## src/rtl/ssu_mc.sv

```systemverilog
// ssu_mc: multi-channel store-set update unit.
// Collects dependence-pair (CAM) and commit (no-dep) updates into per-channel
// FIFOs, round-robins them into one work slot, merges or allocates store-set
// IDs and emits mdp_info update beats to the ROB over valid/ready.
// Ports:
//   CLK, RST                      clock, synchronous active-high reset
//   dep_*      [NUM_DEP_CH]       dependence-pair input channels (valid/ready)
//   commit_*   [NUM_COMMIT_CH]    commit input channels (valid/ready)
//   rob_mdp_update_*              registered update beat to the ROB

// Per-channel FIFO. ready comes from the registered count only, so a full
// FIFO never accepts a write even if it is being popped the same cycle.
module ssu_mc_fifo #(
  parameter int DW    = 8,
  parameter int DEPTH = 4
) (
  input  logic          CLK,
  input  logic          RST,
  input  logic          push,
  input  logic [DW-1:0] wdata,
  input  logic          pop,
  output logic          ready,
  output logic          nonempty,
  output logic [DW-1:0] rdata
);
  localparam int AW = $clog2(DEPTH);
  localparam int CW = $clog2(DEPTH + 1);

  logic [DW-1:0] mem [DEPTH];
  logic [AW-1:0] wptr, rptr;
  logic [CW-1:0] cnt;
  logic          wr;

  assign ready    = (cnt != CW'(DEPTH));
  assign nonempty = (cnt != '0);
  assign wr       = push & ready;
  assign rdata    = mem[rptr];

  always_ff @(posedge CLK) begin
    if (RST) begin
      wptr <= '0;
      rptr <= '0;
      cnt  <= '0;
    end else begin
      if (wr)  wptr <= (wptr == AW'(DEPTH-1)) ? '0 : wptr + AW'(1);
      if (pop) rptr <= (rptr == AW'(DEPTH-1)) ? '0 : rptr + AW'(1);
      cnt <= cnt + CW'(wr) - CW'(pop);
    end
  end

  always_ff @(posedge CLK) begin
    if (wr) mem[wptr] <= wdata;
  end
endmodule

module ssu_mc #(
  parameter int STORE_SET_COUNT = 64,
  parameter int SSID_WIDTH      = $clog2(STORE_SET_COUNT),
  parameter int CONF_WIDTH      = 2,
  parameter int MDPT_INFO_WIDTH = SSID_WIDTH + CONF_WIDTH,
  parameter int ROB_IDX_WIDTH   = 7,
  parameter int NUM_DEP_CH      = 4,
  parameter int NUM_COMMIT_CH   = 2,
  parameter int BUF_ENTRIES     = 4
) (
  input  logic                                         CLK,
  input  logic                                         RST,
  input  logic [NUM_DEP_CH-1:0]                        dep_valid,
  output logic [NUM_DEP_CH-1:0]                        dep_ready,
  input  logic [NUM_DEP_CH-1:0][MDPT_INFO_WIDTH-1:0]   dep_ld_mdp_info,
  input  logic [NUM_DEP_CH-1:0][MDPT_INFO_WIDTH-1:0]   dep_stamo_mdp_info,
  input  logic [NUM_DEP_CH-1:0][ROB_IDX_WIDTH-1:0]     dep_ld_ROB_index,
  input  logic [NUM_DEP_CH-1:0][ROB_IDX_WIDTH-1:0]     dep_stamo_ROB_index,
  input  logic [NUM_COMMIT_CH-1:0]                     commit_valid,
  output logic [NUM_COMMIT_CH-1:0]                     commit_ready,
  input  logic [NUM_COMMIT_CH-1:0][MDPT_INFO_WIDTH-1:0] commit_mdp_info,
  input  logic [NUM_COMMIT_CH-1:0][ROB_IDX_WIDTH-1:0]  commit_ROB_index,
  output logic                                         rob_mdp_update_valid,
  input  logic                                         rob_mdp_update_ready,
  output logic [MDPT_INFO_WIDTH-1:0]                   rob_mdp_update_mdp_info,
  output logic [ROB_IDX_WIDTH-1:0]                     rob_mdp_update_ROB_index
);
  localparam int NCH  = NUM_DEP_CH + NUM_COMMIT_CH;
  localparam int CH_W = (NCH > 1) ? $clog2(NCH) : 1;

  typedef struct packed {
    logic [MDPT_INFO_WIDTH-1:0] ld_info;
    logic [MDPT_INFO_WIDTH-1:0] st_info;
    logic [ROB_IDX_WIDTH-1:0]   ld_idx;
    logic [ROB_IDX_WIDTH-1:0]   st_idx;
  } dep_ent_t;

  typedef struct packed {
    logic [MDPT_INFO_WIDTH-1:0] info;
    logic [ROB_IDX_WIDTH-1:0]   idx;
  } com_ent_t;

  typedef enum logic [1:0] {IDLE, EMIT_LD, EMIT_ST, EMIT_C} state_t;

  state_t                   state;
  logic [CH_W-1:0]          rr;
  logic [SSID_WIDTH-1:0]    next_ssid;
  logic [SSID_WIDTH-1:0]    wk_ssid;
  logic [ROB_IDX_WIDTH-1:0] wk_st_idx;

  logic [NCH-1:0] nonempty, pop;
  dep_ent_t       dep_head [NUM_DEP_CH];
  com_ent_t       com_head [NUM_COMMIT_CH];

  // ---- channel FIFOs ----
  for (genvar c = 0; c < NUM_DEP_CH; c++) begin : g_dep
    ssu_mc_fifo #(.DW($bits(dep_ent_t)), .DEPTH(BUF_ENTRIES)) u_fifo (
      .CLK(CLK), .RST(RST),
      .push(dep_valid[c]),
      .wdata({dep_ld_mdp_info[c], dep_stamo_mdp_info[c],
              dep_ld_ROB_index[c], dep_stamo_ROB_index[c]}),
      .pop(pop[c]), .ready(dep_ready[c]), .nonempty(nonempty[c]),
      .rdata(dep_head[c])
    );
  end

  for (genvar c = 0; c < NUM_COMMIT_CH; c++) begin : g_com
    ssu_mc_fifo #(.DW($bits(com_ent_t)), .DEPTH(BUF_ENTRIES)) u_fifo (
      .CLK(CLK), .RST(RST),
      .push(commit_valid[c]),
      .wdata({commit_mdp_info[c], commit_ROB_index[c]}),
      .pop(pop[NUM_DEP_CH+c]), .ready(commit_ready[c]),
      .nonempty(nonempty[NUM_DEP_CH+c]), .rdata(com_head[c])
    );
  end

  // ---- round-robin arbiter ----
  // Rotate the request vector so bit 0 is channel rr, take the lowest set
  // bit, then map the offset back to a global channel index.
  logic [NCH-1:0]  rot;
  logic [CH_W-1:0] off, gnt_idx, rr_nxt;
  logic [CH_W:0]   sum_raw;
  logic            gnt_any, accept, can_grant, grant;

  always_comb begin
    rot     = NCH'({nonempty, nonempty} >> rr);
    gnt_any = |rot;
    off     = '0;
    for (int i = NCH-1; i >= 0; i--)
      if (rot[i]) off = CH_W'(i);
    sum_raw = (CH_W+1)'(rr) + (CH_W+1)'(off);
    gnt_idx = CH_W'((sum_raw >= (CH_W+1)'(NCH)) ? sum_raw - (CH_W+1)'(NCH) : sum_raw);
    rr_nxt  = (gnt_idx == CH_W'(NCH-1)) ? '0 : gnt_idx + CH_W'(1);
  end

  // A new entry may only enter the work slot while idle or when the last
  // beat of the current entry leaves this cycle.
  assign accept    = rob_mdp_update_valid & rob_mdp_update_ready;
  assign can_grant = (state == IDLE) | (accept & ((state == EMIT_ST) | (state == EMIT_C)));
  assign grant     = can_grant & gnt_any;

  always_comb begin
    pop = '0;
    for (int c = 0; c < NCH; c++)
      if (grant && gnt_idx == CH_W'(c)) pop[c] = 1'b1;
  end

  // ---- head select and merge ----
  dep_ent_t dsel;
  com_ent_t csel;
  logic     is_dep;

  always_comb begin
    dsel = '0;
    csel = '0;
    for (int c = 0; c < NUM_DEP_CH; c++)
      if (gnt_idx == CH_W'(c)) dsel = dep_head[c];
    for (int c = 0; c < NUM_COMMIT_CH; c++)
      if (gnt_idx == CH_W'(NUM_DEP_CH + c)) csel = com_head[c];
  end

  assign is_dep = (gnt_idx < CH_W'(NUM_DEP_CH));

  logic [SSID_WIDTH-1:0] ld_ssid, st_ssid, c_ssid, mrg_ssid;
  logic [CONF_WIDTH-1:0] ld_conf, st_conf, c_conf, c_conf_dec;
  logic                  alloc;

  assign {ld_ssid, ld_conf} = dsel.ld_info;
  assign {st_ssid, st_conf} = dsel.st_info;
  assign {c_ssid, c_conf}   = csel.info;
  assign c_conf_dec = (c_conf == '0) ? '0 : c_conf - CONF_WIDTH'(1);

  // Store-AMO set wins, then the load's, else a fresh ID.
  always_comb begin
    alloc = 1'b0;
    if (st_conf != '0)      mrg_ssid = st_ssid;
    else if (ld_conf != '0) mrg_ssid = ld_ssid;
    else begin
      mrg_ssid = next_ssid;
      alloc    = 1'b1;
    end
  end

  // ---- emit FSM with registered outputs ----
  always_ff @(posedge CLK) begin
    if (RST) begin
      state                    <= IDLE;
      rr                       <= '0;
      next_ssid                <= '0;
      wk_ssid                  <= '0;
      wk_st_idx                <= '0;
      rob_mdp_update_valid     <= 1'b0;
      rob_mdp_update_mdp_info  <= '0;
      rob_mdp_update_ROB_index <= '0;
    end else if (grant) begin
      rr                   <= rr_nxt;
      rob_mdp_update_valid <= 1'b1;
      if (is_dep) begin
        state                    <= EMIT_LD;
        rob_mdp_update_mdp_info  <= {mrg_ssid, {CONF_WIDTH{1'b1}}};
        rob_mdp_update_ROB_index <= dsel.ld_idx;
        wk_ssid                  <= mrg_ssid;
        wk_st_idx                <= dsel.st_idx;
        if (alloc)
          next_ssid <= (next_ssid == SSID_WIDTH'(STORE_SET_COUNT-1)) ? '0
                                                                   : next_ssid + SSID_WIDTH'(1);
      end else begin
        state                    <= EMIT_C;
        rob_mdp_update_mdp_info  <= {c_ssid, c_conf_dec};
        rob_mdp_update_ROB_index <= csel.idx;
      end
    end else if (accept) begin
      if (state == EMIT_LD) begin
        state                    <= EMIT_ST;
        rob_mdp_update_mdp_info  <= {wk_ssid, {CONF_WIDTH{1'b1}}};
        rob_mdp_update_ROB_index <= wk_st_idx;
      end else begin
        state                <= IDLE;
        rob_mdp_update_valid <= 1'b0;
      end
    end
  end
endmodule

```

## config.mk

```make
export PLATFORM = sky130hd
export DESIGN_NAME = ssu_mc
export DESIGN_NICKNAME = d
export VERILOG_FILES = /design/src/rtl/ssu_mc.sv
export SDC_FILE = /design/constraint.sdc
export NUM_CORES = 1
export LEC_CHECK = 0
export CAP_MARGIN = 20
export CORE_ASPECT_RATIO = 1.1
export CORE_MARGIN = 2
export CORE_UTILIZATION = 59
export CTS_CLUSTER_SIZE = 10
export DETAILED_ROUTE_END_ITERATION = 16
export PLACE_DENSITY = 0.8
export SKIP_CTS_REPAIR_TIMING = 1
export SLEW_MARGIN = 20
export SYNTH_ARGS = -nofsm -noshare
export SYNTH_HDL_FRONTEND = slang
export SYNTH_SLANG_ARGS = --single-unit
```

## constraint.sdc

```tcl
create_clock -name CLK -period 9.17 [get_ports CLK]
set_clock_uncertainty 0.15 [all_clocks]
set_input_delay 1.834 -clock CLK [delete_from_list [all_inputs] [get_ports CLK]]
set_output_delay 1.834 -clock CLK [all_outputs]
set_load 0.02 [all_outputs]
```

Word-level counts from Yosys, hierarchy flattened
Memory sizes are Yosys's and may differ from the RTL's. A register that Yosys moved wholly into a read port is not among the register bits. Index checks and enable logic that the tools add are counted.

Output and inout port bits: 22. Memories: 6. ROM bits: 0. Register bits after elaboration: 82. Bits in writable memories: 600. Input port bits: 159. Bits in latches: 0.

Memories: g_dep[0].u_fifo.mem (depth 4, width 30, rd ports 1, clocked after Yosys merged registers in 1, write ports 1, RTL line 29) `logic [DW-1:0] mem [DEPTH];`; g_dep[1].u_fifo.mem (depth 4, width 30, rd ports 1, clocked after Yosys merged registers in 1, write ports 1, RTL line 29); g_dep[2].u_fifo.mem (depth 4, width 30, rd ports 1, clocked after Yosys merged registers in 1, write ports 1, RTL line 29); g_dep[3].u_fifo.mem (depth 4, width 30, rd ports 1, clocked after Yosys merged registers in 1, write ports 1, RTL line 29); g_com[0].u_fifo.mem (depth 4, width 15, rd ports 1, clocked after Yosys merged registers in 1, write ports 1, RTL line 29); g_com[1].u_fifo.mem (depth 4, width 15, rd ports 1, clocked after Yosys merged registers in 1, write ports 1, RTL line 29).

Div/mod/pow operators: 0. $add $sub $neg: 29. Multiplexer cells: 77. Bitwise gates (word level): 11. Equal/unequal tests: 28. Shifts and indexed selects: 1. Order comparisons: 2. Reductions and logical operators: 24. Multipliers: 0.

Operators by type and width (count): $mux W30 (4); $mux W2 (29); $mux W8 (4); $mux W15 (2); $eq A2 B2 Y1 const B (14); $mux W7 (4); $add A2 B1 Y2 const B (12); $mux W3 (8); $mux W1 (23); $add A3 B1 Y3 (6); $mux W6 (3); $ne A3 B3 Y1 const B (6); $reduce_bool A3 Y1 (6); $sub A3 B1 Y3 (6); $shr A12 B3 Y6 (1); $and A1 B1 Y1 (9); $reduce_bool A2 Y1 (4); $add A6 B1 Y6 const B (1); $eq A3 B2 Y1 const B (2); $eq A3 B3 Y1 const B (2); $eq A6 B6 Y1 const B (1); $logic_and A1 B1 Y1 (6); $reduce_and A2 Y1 (3); $reduce_or A6 Y1 (1); 13 further kinds (15).

Depth between registers and ports, before layout
Gate-level depths: netlist of the first run.

Depth in word-level cells: 21. Depth in mapped cells: 28. Gate-level depth less buffers: 23.

Modules after synthesis
A second synthesis of the first run with hierarchy kept.

Cell total of the unflattened synthesis: 1547. Area, all modules: 28174.5 µm².

Modules (own cells, without submodules): ssu_mc_fifo at g_dep[1].u_fifo ... (cells each 204, area an instance 4787.1 µm², sequential area each 3783.6 µm², instances 2); ssu_mc_fifo at g_dep[0].u_fifo ... (cells each 204, area an instance 4785.8 µm², sequential area each 3783.6 µm², instances 2); ssu_mc (cells each 479, area an instance 3749.8 µm², sequential area each 800.8 µm², instances 1); ssu_mc_fifo at g_com[0].u_fifo (cells each 126, area an instance 2640.0 µm², sequential area each 1981.9 µm², instances 1); ssu_mc_fifo at g_com[1].u_fifo (cells each 126, area an instance 2638.8 µm², sequential area each 1981.9 µm², instances 1).

Worst setup path after synthesis of the first run
OpenSTA, ideal clock, no wires.

Kind: register to register. From: register g_dep[1].u_fifo.cnt[1]. To: register g_dep[3].u_fifo.cnt[2]. Library setup time: 0.128 ns. Clock period less this slack: 6.352 ns. Slack: 2.818 ns. Arrival time: 6.075 ns. Cell stages (with the launch flop): 28. Required time: 8.892 ns. Buffers on the path: 4. Path through: dfxtp_1 -> or3_1 -> mux4_2 -> o2bb2ai_1 -> o21ai_0 -> a32o_1 -> nor3_1 -> o22ai_1 -> ha_1 -> fa_1 -> xnor2_2 -> nor4bb_1 -> or2_1 -> clkinv_1 -> clkbuf_1 -> ha_1 -> clkbuf_1 -> clkbuf_1 -> clkbuf_1 -> nand3_1 -> inv_1 -> ha_1 -> inv_1 -> ha_1 -> fa_1 -> xnor2_1 -> xnor2_1 -> nor2_1.

Cells in the longest elaborated chain, start to end: 15. Elaborated cells on any way between the ends: 18.

Ends and longest elaborated chain: from (decl) (RTL line 31) `logic [CW-1:0] cnt;`; from (signal assigned) (RTL line 47) `cnt <= cnt + CW'(wr) - CW'(pop);`; $reduce_bool A3 Y1 * (RTL line 35) `assign nonempty = (cnt != '0);`; $shr A12 B3 Y6 * (RTL line 141) `rot = NCH'({nonempty, nonempty} >> rr);`; $mux W3 (6 in series) (RTL line 145) `if (rot[i]) off = CH_W'(i);`; $add A3 B3 Y4 (RTL line 146) `sum_raw = (CH_W+1)'(rr) + (CH_W+1)'(off);`; $ge A4 B3 Y1 or $sub A3 B3 Y3 (tied branches) (RTL line 147) `gnt_idx = CH_W'((sum_raw >= (CH_W+1)'(NCH)) ? sum_raw - (CH_W+1)'(NCH) : sum_raw);`; $mux W3 (RTL line 147); $eq A3 B2 Y1 (RTL line 160) `if (grant && gnt_idx == CH_W'(c)) pop[c] = 1'b1;`; $logic_and A1 B1 Y1 * (RTL line 160); $mux W1 * (RTL line 160); net g_dep[3].u_fifo.pop (RTL line 21) `input logic pop,`; $sub A3 B1 Y3 * (RTL line 47); to (signal assigned) (RTL line 47); to (decl) (RTL line 31).

The timed path passes the listed nets; every way through them passes the cells marked *. A chain may end at the register's enable or synchronous reset.

Worst setup path after layout of the first run
From: register rr[1]. To: register rob_mdp_update_mdp_info[6].

Cells in the longest elaborated chain, start to end: 20. Elaborated cells on any way between the ends: 35.

Ends and longest elaborated chain: from (decl) (RTL line 101) `logic [CH_W-1:0] rr;`; from (signal assigned) (RTL line 211) `rr <= rr_nxt;`; $shr A12 B3 Y6 (RTL line 141); $mux W3 (6 in series) (RTL line 145); $add A3 B3 Y4 (RTL line 146); $ge A4 B3 Y1 or $sub A3 B3 Y3 (tied branches) (RTL line 147); $mux W3 (RTL line 147); $logic_not A3 Y1 (RTL line 172) `if (gnt_idx == CH_W'(c)) dsel = dep_head[c];`; $mux W30 (4 in series) (RTL line 172); $reduce_bool A2 Y1 (RTL line 192) `else if (ld_conf != '0) mrg_ssid = ld_ssid;`; $mux W6 (RTL line 192); $mux W6 (RTL line 191) `if (st_conf != '0) mrg_ssid = st_ssid;`; $mux W8 (RTL line 213) `if (is_dep) begin`; $mux W8 (RTL line 210) `end else if (grant) begin`; to (signal assigned) (RTL line 215) `rob_mdp_update_mdp_info <= {mrg_ssid, {CONF_WIDTH{1'b1}}};`; to (signal assigned) (RTL line 224) `rob_mdp_update_mdp_info <= {c_ssid, c_conf_dec};`; to (signal assigned) (RTL line 230) `rob_mdp_update_mdp_info <= {wk_ssid, {CONF_WIDTH{1'b1}}};`; to (decl) (RTL line 80) `output logic [MDPT_INFO_WIDTH-1:0] rob_mdp_update_mdp_info,`.

Several ways; a longest one is shown, not always the timed one.

==> impl_metrics.ini, run 1 <==
[synthesis]
synth_top_family_by_area = multiplexers
synth-xor-area-share_pct = 0.433
synthSimpleGateAreaFrac_pct = 6.08
synthMuxAreaShare_pct = 12.3
synth_common_cells = edfxtp_1, mux4_2, dfxtp_1, nor2_1, nand2_1
syn_area_mm2 = 0.0281
synth_enable_flop_cells = 600
synth_nets = 1816
synthAdderAreaFrac_pct = 2.60
yosysMostFrequentCell = edfxtp_1
synth_area_leaders = edfxtp_1, mux4_2, dfxtp_1, ha_1, nor2_1
yosys.area.top_type = edfxtp_1
synth_compound_area_share_pct = 5.36
ys_seq_area_share_pct = 70.9
synth_top_flop_cell = edfxtp_1
yosysUniqueCellTypes = 79
synth_warnings = 0
synth_cells = 1603
postSynthAreaPerCell_um2 = 17.5
ys_ff_latch = 694
async_reset_ff_share_pct = 0
synth_top_area_share_pct = 64.2

[final_layout]
num-nets-final = 2025
fin_area_mm2 = 0.0328
final_cell_count_no_fill = 2500
area_growth_pct = 16.8
drive_gt1_share_pct = 16.6
antenna_cells = 0
post-route-util_pct = 70.0

[floorplanning]
start_util_pct = 59.9
die_w_um = 212
ios = 181
die_h_um = 233
std_cell_rows = 83
die_area_mm2 = 0.0493
core_area_mm2 = 0.0468

[timing]
period_share_pct = 78.1
slew_viol_final = 0
fin_crit_ns = 7.16
worst_pin_slew_ns = 1.03
slew_headroom_pct = 30.9
layout_setup_ws_ns = 2.01
clock.fmax_mhz = 140
rsz0062_at_grt = false
tns_ns = 0
setup_viol = 0
hold_viol_final = 0

[placement]
pre_cts_slack_ns = 2.11
io_buffers = 180
dpl.hpwl_mm = 43.5
place_inst = 2368
placed_area_mm2 = 0.0305
finalWeightedCongestion = 0.848

[hold_path]
whs_endpoint = wk_ssid[1]
hold_start = wk_ssid[1]
holdPathStages = 2
hold_path_class = reg2reg

[worst_setup_path]
endpoint_kind = flop
r2r_slack_ns = 2.01
r2r_end = rob_mdp_update_mdp_info[6]
critPathKind = reg2reg
rr_worst_depth = 19
worstPathArrival_ns = 7.47
path_cells = nor4b_1, or2_2, mux4_2, o21ai_0, a32o_1, nor3_1, o22ai_1, ha_1, fa_1, xnor2_2, nor4bb_1, or2_1, clkinv_1, ha_2, buf_4, or4_1, and2_4, o211ai_1, a311oi_1
cp-startpoint = rr[1]
crit_path_max_incr_delay_ns = 0.79
r2r_start = rr[1]
cp.required_ns = 9.48
crit_path_max_fanout = 24
start_kind = flop
slowest_stage = dfxtp_1

[flow_run]
drv_cap = 0

[clock_network]
h-tree-depth = 3
clk_path_buf_depth = 3
cts_tree = yes
cts_buffers = 79
worstSkewPairLatency_ns = 0.62
clk_pin_slew_ns = 0.06
clock-root-buffer = clkbuf_16
clkSinkCount = 694

[routing]
vias = 15700
drt-wirelength-per-cell_um = 26.7
viasPerCell = 6.28
drc_errors = 0
drt_pass1_iterations = 5
drt_iter0_markers = 1655
drtAntennaViolNets = 0
wirelength_mm = 66.8

[global_routing]
met3_usage_pct = 4.78
antenna_found_initial = 0
grt_pass1_vias = 15600
grt_max_degree = 83
grt_usage_pct = 27.7
grt_overflow = 0
grt.busiest_layer = met2
grt_pass1_wl_mm = 98.4
globalRouteMet1Util_pct = 38.2
grtUsageMet2_pct = 44.9

[pwr]
irDropWorstVdd_v = 0.000255
cellPowerDensity_mw_per_mm2 = 371
p_leak_nw = 10.9

[status]
status = complete, no violations
flip-flops by register name (all words and copies together), names as in the netlist, 6 cells and up, named ones only:
register / cells
g_dep.u_fifo.mem: 480
rob_mdp_update_mdp_info: 8
wk_st_idx: 7
rob_mdp_update_ROB_index: 7
g_dep.u_fifo.rptr: 8
g_dep.u_fifo.cnt: 12
wk_ssid: 6
g_com.u_fifo.mem: 120
g_com.u_fifo.cnt: 6
g_dep.u_fifo.wptr: 8
next_ssid: 6
final cells by class:
cell class	count	area [um^2]
sequential	694	19900
fill	2879	14100
multi-input combinational	765	7530
clock buffer	129	2250
timing repair buffer	209	2010
tap	637	797
inverter	63	239
clock inverter	3	33.8
worst max-delay path: cells and delay by family, from the launching register on:
kind	cells	cell delay, ns
adder cells (fa/ha/maj)	3	1.30
flip-flops	1	0.79
XOR/XNOR	1	0.32
buffers and inverters	2	0.78
AO/OA/AOI/OAI	5	0.88
multiplexers	1	0.24
AND/OR/NAND/NOR	7	2.49
per-stage QoR:
step	hold WS [ns]	total power (W)
finish	0.329	0.0122
global route	0.365	0.0127
CTS	0.331	0.0122
detailed placement	0.324	0.00931
global placement	0.312	0.00920
floorplan	0.304	0.00741
per-layer routing:
| layer | vias up | wire length (um) | part of all wire (%) |
|---|---|---|---|
| li1 | 6808 | - | - |
| met1 | 8085 | 26500 | 40 |
| met2 | 721 | 33300 | 50 |
| met3 | 97 | 4920 | 7.4 |
| met4 | 0 | 2130 | 3.2 |
| met5 | - | 0 | 0 |
worst max-delay path by stage:
stage,endpoint,slack [ns]
after global placement,next_ssid[4],2.42
after detailed placement,rob_mdp_update_mdp_info[5],2.11
after floorplan,g_dep[3].u_fifo.cnt[2],2.82
final,rob_mdp_update_mdp_info[6],2.01
after global routing,next_ssid[4],1.55
after CTS,rob_mdp_update_mdp_info[5],2.09
kinds of logic after synthesis:
kind of cell | Yosys count
AO/OA/AOI/OAI | 204
XOR/XNOR | 13
adder cells (fa/ha/maj) | 54
buffers and inverters | 144
flip-flops | 694
multiplexers | 171
AND/OR/NAND/NOR | 323
cell usage in the layout (no fill, tap or decap), drive strengths merged, types with 16 or more instances in the layout:
master | Yosys | routed
edfxtp | 600 | 600
clkdlybuf4s50 | 0 | 179
mux4 | 139 | 139
clkbuf | 44 | 129
dfxtp | 94 | 94
nor2 | 85 | 85
nand2 | 68 | 68
inv | 62 | 64
ha | 47 | 47
nor3 | 40 | 40
o21ai | 39 | 39
a21oi | 36 | 36
mux2i | 31 | 31
buf | 37 | 30
nor3b | 25 | 25
and3 | 25 | 25
a211oi | 25 | 25
nand3 | 20 | 20
nor2b | 16 | 16
where the power goes:
group / total [W] / switching (W) / internal (W)
combinational: 0.00526 / 0.00332 / 0.00194
clock: 0.00284 / 0.00118 / 0.00166
sequential: 0.00407 / 0.000242 / 0.00382
Note: power is estimated with default switching activity, not from simulation.
==> run 2: changes to the inputs <==
Settings changed: CORE_UTILIZATION 59 to 53, PLACE_DENSITY 0.8 to 0.75.
Clock period 9.17 ns to 6.01 ns, I/O delays scaled along.
==> impl_metrics.ini, run 2 (synthesis results as in run 1) <==
[status]
status = complete, no violations

[routing]
wirelength_mm = 64.4
vias = 15500
viasPerCell = 6.04
drc_errors = 0
drt-wirelength-per-cell_um = 25.2
drtAntennaViolNets = 0
drt_iter0_markers = 1504
drt_pass1_iterations = 5

[timing]
fin_hold_ws_ns = 0.325
tns_ns = 0
setup_viol = 0
slew_headroom_pct = 21.2
slew_viol_final = 0
fin_crit_ns = 5.70
clock.fmax_mhz = 176
hold_viol_final = 0
rsz0062_at_grt = false
worst_pin_slew_ns = 1.15
layout_setup_ws_ns = 0.314
period_share_pct = 94.8

[pwr]
cellPowerDensity_mw_per_mm2 = 573
p_leak_nw = 11.0
irDropWorstVdd_v = 0.000448
total_power_w = 0.0189

[final_layout]
regMostFlops = g_dep.u_fifo.mem
area_growth_pct = 17.8
reg.largest.list = g_dep.u_fifo.mem (480), g_com.u_fifo.mem (120), g_dep.u_fifo.cnt (12)
num-nets-final = 2050
largest_reg_flops = 480
final_common_cell = edfxtp_1
post-route-util_pct = 63.1
mostFrequentLayoutCells = edfxtp_1, clkdlybuf4s50_1, mux4_2
drive_gt1_share_pct = 18.1

[worst_setup_path]
path_cells = or3_1, mux4_2, o2bb2ai_1, o21ai_0, a32o_1, o21ai_0, o22ai_1, ha_1, fa_2, xnor2_4, nor4bb_1, or2_1, inv_2, ha_4, buf_4, buf_4, nor3_1, a31oi_4, and2_4, o211ai_1, a311oi_1
worstPathArrival_ns = 6.00
critPathKind = reg2reg
endpoint_kind = flop
cp.required_ns = 6.32
path_buf_inv = 3
slowest_stage = mux4_2
path_delay_family = simple AND/OR/NAND/NOR gates
crit_path_max_incr_delay_ns = 0.52
crit_path_max_fanout = 13
start_kind = flop

[clock_network]
clkSinkCount = 694
h-tree-depth = 3
cts_buffers = 79
clk_path_buf_depth = 3
clock-root-buffer = clkbuf_16
cts_tree = yes
worstSkewPairLatency_ns = 0.61
clk_pin_slew_ns = 0.06

[global_routing]
grt_overflow = 0
antenna_found_initial = 6
grt_pass1_vias = 15700
grt_max_degree = 56
grt_usage_pct = 23.8
grt_pass1_wl_mm = 96.6

[placement]
finalWeightedCongestion = 0.903
dpl.hpwl_mm = 43.2
io_buffers = 180
pre_cts_slack_ns = 0.0949

[floorplanning]
die_w_um = 223
die_area_mm2 = 0.0548
die_h_um = 245
core_area_mm2 = 0.0524
start_util_pct = 53.5
ios = 181
std_cell_rows = 88

[flow_run]
drv_cap = 0

[hold_path]
hold_path_class = reg2reg
run 2: changes by cell type in the layout (fill, tap and decap cells not counted), sizes merged:
cell / previous run / this run
clkinvlp: 0 / 1
inv: 64 / 63
buf: 30 / 55
clkbuf: 129 / 124
diode: 0 / 1
run 2: path summary, 6_finish.rpt:
check                                to                  startpoint  cells past startpoint  slack, ns
min reg2reg  rob_mdp_update_mdp_info[1]  rob_mdp_update_mdp_info[1]                      2       0.33
min          rob_mdp_update_mdp_info[1]  rob_mdp_update_mdp_info[1]                      2       0.33
max reg2reg  rob_mdp_update_mdp_info[4]      g_dep[1].u_fifo.cnt[1]                     21       0.31
max          rob_mdp_update_mdp_info[4]      g_dep[1].u_fifo.cnt[1]                     21       0.31
run 2: cell type report:
| type | instances | area (um^2) |
|---|---|---|
| diodes | 1 | 2.50 |
| inverters | 63 | 243 |
| clock inverters | 3 | 41.3 |
| multi-input cells | 765 | 7580 |
| clock buffers | 124 | 2210 |
| repair buffers | 234 | 2220 |
| well taps | 675 | 845 |
| fillers | 3651 | 19400 |
| flip-flops and latches | 694 | 19900 |
run 2: worst register-to-register path: stages (launching register included):
cell and delay, ns:
dfxtp_1 0.37, or3_1 0.39, mux4_2 0.52, o2bb2ai_1 0.20
o21ai_0 0.09, a32o_1 0.27, o21ai_0 0.18, o22ai_1 0.11
ha_1 0.25, fa_2 0.45, xnor2_4 0.23, nor4bb_1 0.29
or2_1 0.22, inv_2 0.09, ha_4 0.22, buf_4 0.17
buf_4 0.13, nor3_1 0.35, a31oi_4 0.19, and2_4 0.27
o211ai_1 0.28, a311oi_1 0.13
run 2: metal layers:
metal  vias up  wire (um)  global-route usage, %
met3       105       4320                   4.49
met5         -         23                      0
met4         4       2200                   9.37
li1       6871          -                      -
met2       541      31200                   38.3
met1      7934      26600                   32.7
run 2: per-stage QoR:
| stage | cell area (um^2) | instances |
|---|---|---|
| finish | 33100 | 2559 |
| detailed placement | 30700 | 2422 |
| global placement | 30700 | 2422 |
| CTS | 32900 | 2549 |
| floorplan | 28100 | 1603 |
| global route | 33000 | 2558 |
run 2: report_power, final:
| group | leakage (nW) | switching (W) | internal, W | total, W |
|---|---|---|---|---|
| Clock | 1.08 | 0.00176 | 0.00250 | 0.00426 |
| Combinational | 3.69 | 0.00515 | 0.00337 | 0.00852 |
| Sequential | 6.27 | 0.000309 | 0.00583 | 0.00614 |
| Total | 11.0 | 0.00722 | 0.0117 | 0.0189 |
==> run 3: changes to the inputs <==
Settings changed: CORE_UTILIZATION 53 to 59, PLACE_DENSITY 0.75 to 0.8.
Clock period 6.01 ns to 5.5 ns, I/O delays scaled along.
==> impl_metrics.ini, run 3 (synthesis results as in run 1) <==
[timing]
slew_headroom_pct = 28.7
layout_setup_ws_ns = 0.118
fin_crit_ns = 5.38
clock.fmax_mhz = 186
rsz0062_at_grt = true
period_share_pct = 97.9
hold_viol_final = 0
setup_viol = 0
slew_viol_final = 0
worst_pin_slew_ns = 1.07

[final_layout]
reg.largest.list = g_dep.u_fifo.mem (480), g_com.u_fifo.mem (120), g_dep.u_fifo.cnt (12)
largest_reg_flops = 480
mostFrequentLayoutCells = edfxtp_1, clkdlybuf4s50_1, mux4_2
multi_input_area_mm2 = 0.00777
area.sequential_mm2 = 0.0199
final_cell_count_no_fill = 2554
regMostFlops = g_dep.u_fifo.mem
area_growth_pct = 19.5
num-nets-final = 2074
final_common_cell = edfxtp_1
fin_area_mm2 = 0.0335
drive_gt1_share_pct = 21.2
fillCellCount = 2877

[pwr]
cellPowerDensity_mw_per_mm2 = 656
irDropWorstVdd_v = 0.000710
total_power_w = 0.0220
p_leak_nw = 11.3

[clock_network]
cts_tree = yes
cts_buffers = 80
worstSkewPairLatency_ns = 0.62
clk_path_buf_depth = 3
clock-root-buffer = clkbuf_16
h-tree-depth = 3
clkSinkCount = 694
clk_pin_slew_ns = 0.06

[routing]
drt_iter0_markers = 1601
drt_pass1_iterations = 7
drc_errors = 0
drt-wirelength-per-cell_um = 26.1
vias = 15900
wirelength_mm = 66.6
viasPerCell = 6.21
drtAntennaViolNets = 0

[placement]
dpl.hpwl_mm = 44.3
pre_cts_slack_ns = -0.0127
placed_area_mm2 = 0.0308
finalWeightedCongestion = 0.999
io_buffers = 180
place_inst = 2392

[worst_setup_path]
worstPathArrival_ns = 5.78
slowest_stage = or4_1
crit_path_max_incr_delay_ns = 0.56
critPathKind = reg2reg
cp.required_ns = 5.90
crit_path_max_fanout = 10
path_cells = or3_4, mux4_2, o2bb2ai_2, o21ai_1, a32o_2, o21ai_2, o22ai_1, ha_2, fa_2, xnor2_4, nor4bb_1, or2_1, inv_4, ha_4, buf_8, buf_12, nor4_4, o211ai_2, or4_1, a21oi_1
endpoint_kind = flop
start_kind = flop

[floorplanning]
die_area_mm2 = 0.0493
std_cell_rows = 83
core_area_mm2 = 0.0468
start_util_pct = 59.9
ios = 181
die_h_um = 233
die_w_um = 212

[global_routing]
grt_max_degree = 54
grt_pass1_vias = 16000
grt_usage_pct = 27.7
grt_pass1_wl_mm = 99.3
antenna_found_initial = 8
grt_overflow = 0

[hold_path]
hold_path_class = reg2reg

[flow_run]
drv_cap = 0

[status]
status = complete, no violations
==> run 3: cell types whose count changed in the layout (fill, tap and decap cells not counted), moves of 4 or more <==
cell       delta
buf_4        +17
a2111oi_0     -7
dfxtp_1       -7
dfxtp_2       +6
diode_2       +5
a2111oi_1     +4
==> run 3: final cells by class <==
cell class / count / area share, %
clock buffers: 126 / 6.77
clock inverters: 6 / 0.280
diodes: 6 / 0.0448
well taps: 637 / 2.38
flip-flops and latches: 694 / 59.4
multi-input cells: 766 / 23.2
inverters: 63 / 0.728
repair buffers: 256 / 7.18
==> run 3: worst paths after layout <==
path                                        startpoint  cells after the start  slack [ns]           end
worst min register to register              wk_ssid[4]                      2        0.34    wk_ssid[4]
worst max-delay path            g_com[1].u_fifo.cnt[0]                     20        0.12  next_ssid[4]
worst max register to register  g_com[1].u_fifo.cnt[0]                     20        0.12  next_ssid[4]
worst min-delay path                        wk_ssid[4]                      2        0.34    wk_ssid[4]
==> run 3: per-stage QoR <==
stage               hold slack, ns  TNS [ns]  utilization, %
floorplan                    0.304   -0.0528               -
global placement             0.314         0            65.7
detailed placement           0.322   -0.0239            65.7
CTS                          0.333    -0.168            70.7
global route                 0.361    -0.880            71.6
finish                       0.337         0            71.6
==> run 3: routing by layer <==
| metal | GRT usage [%] | vias to the layer above | part of all wire (%) |
|---|---|---|---|
| met4 | 10.8 | 4 | 3.3 |
| met5 | 0 | - | 0.041 |
| li1 | - | 6910 | - |
| met1 | 37.9 | 8200 | 41 |
| met3 | 4.89 | 116 | 6.5 |
| met2 | 44.8 | 633 | 49 |
==> run 3: where the power goes <==
group | leakage, nW | internal [W] | switching (W)
clock network | 1.14 | 0.00290 | 0.00196
registers | 6.28 | 0.00638 | 0.000466
logic | 3.84 | 0.00431 | 0.00596
total | 11.3 | 0.0136 | 0.00839
==> run 3: worst max-delay path: cells and delay by family (launching register included) <==
family | cells | cell delay [ns]
multiplexers | 1 | 0.51
XOR/XNOR | 1 | 0.22
adder cells (fa/ha/maj) | 3 | 0.88
buffers and inverters | 3 | 0.39
AND/OR/NAND/NOR | 5 | 1.79
flip-flops | 1 | 0.33
AO/OA/AOI/OAI | 7 | 1.06
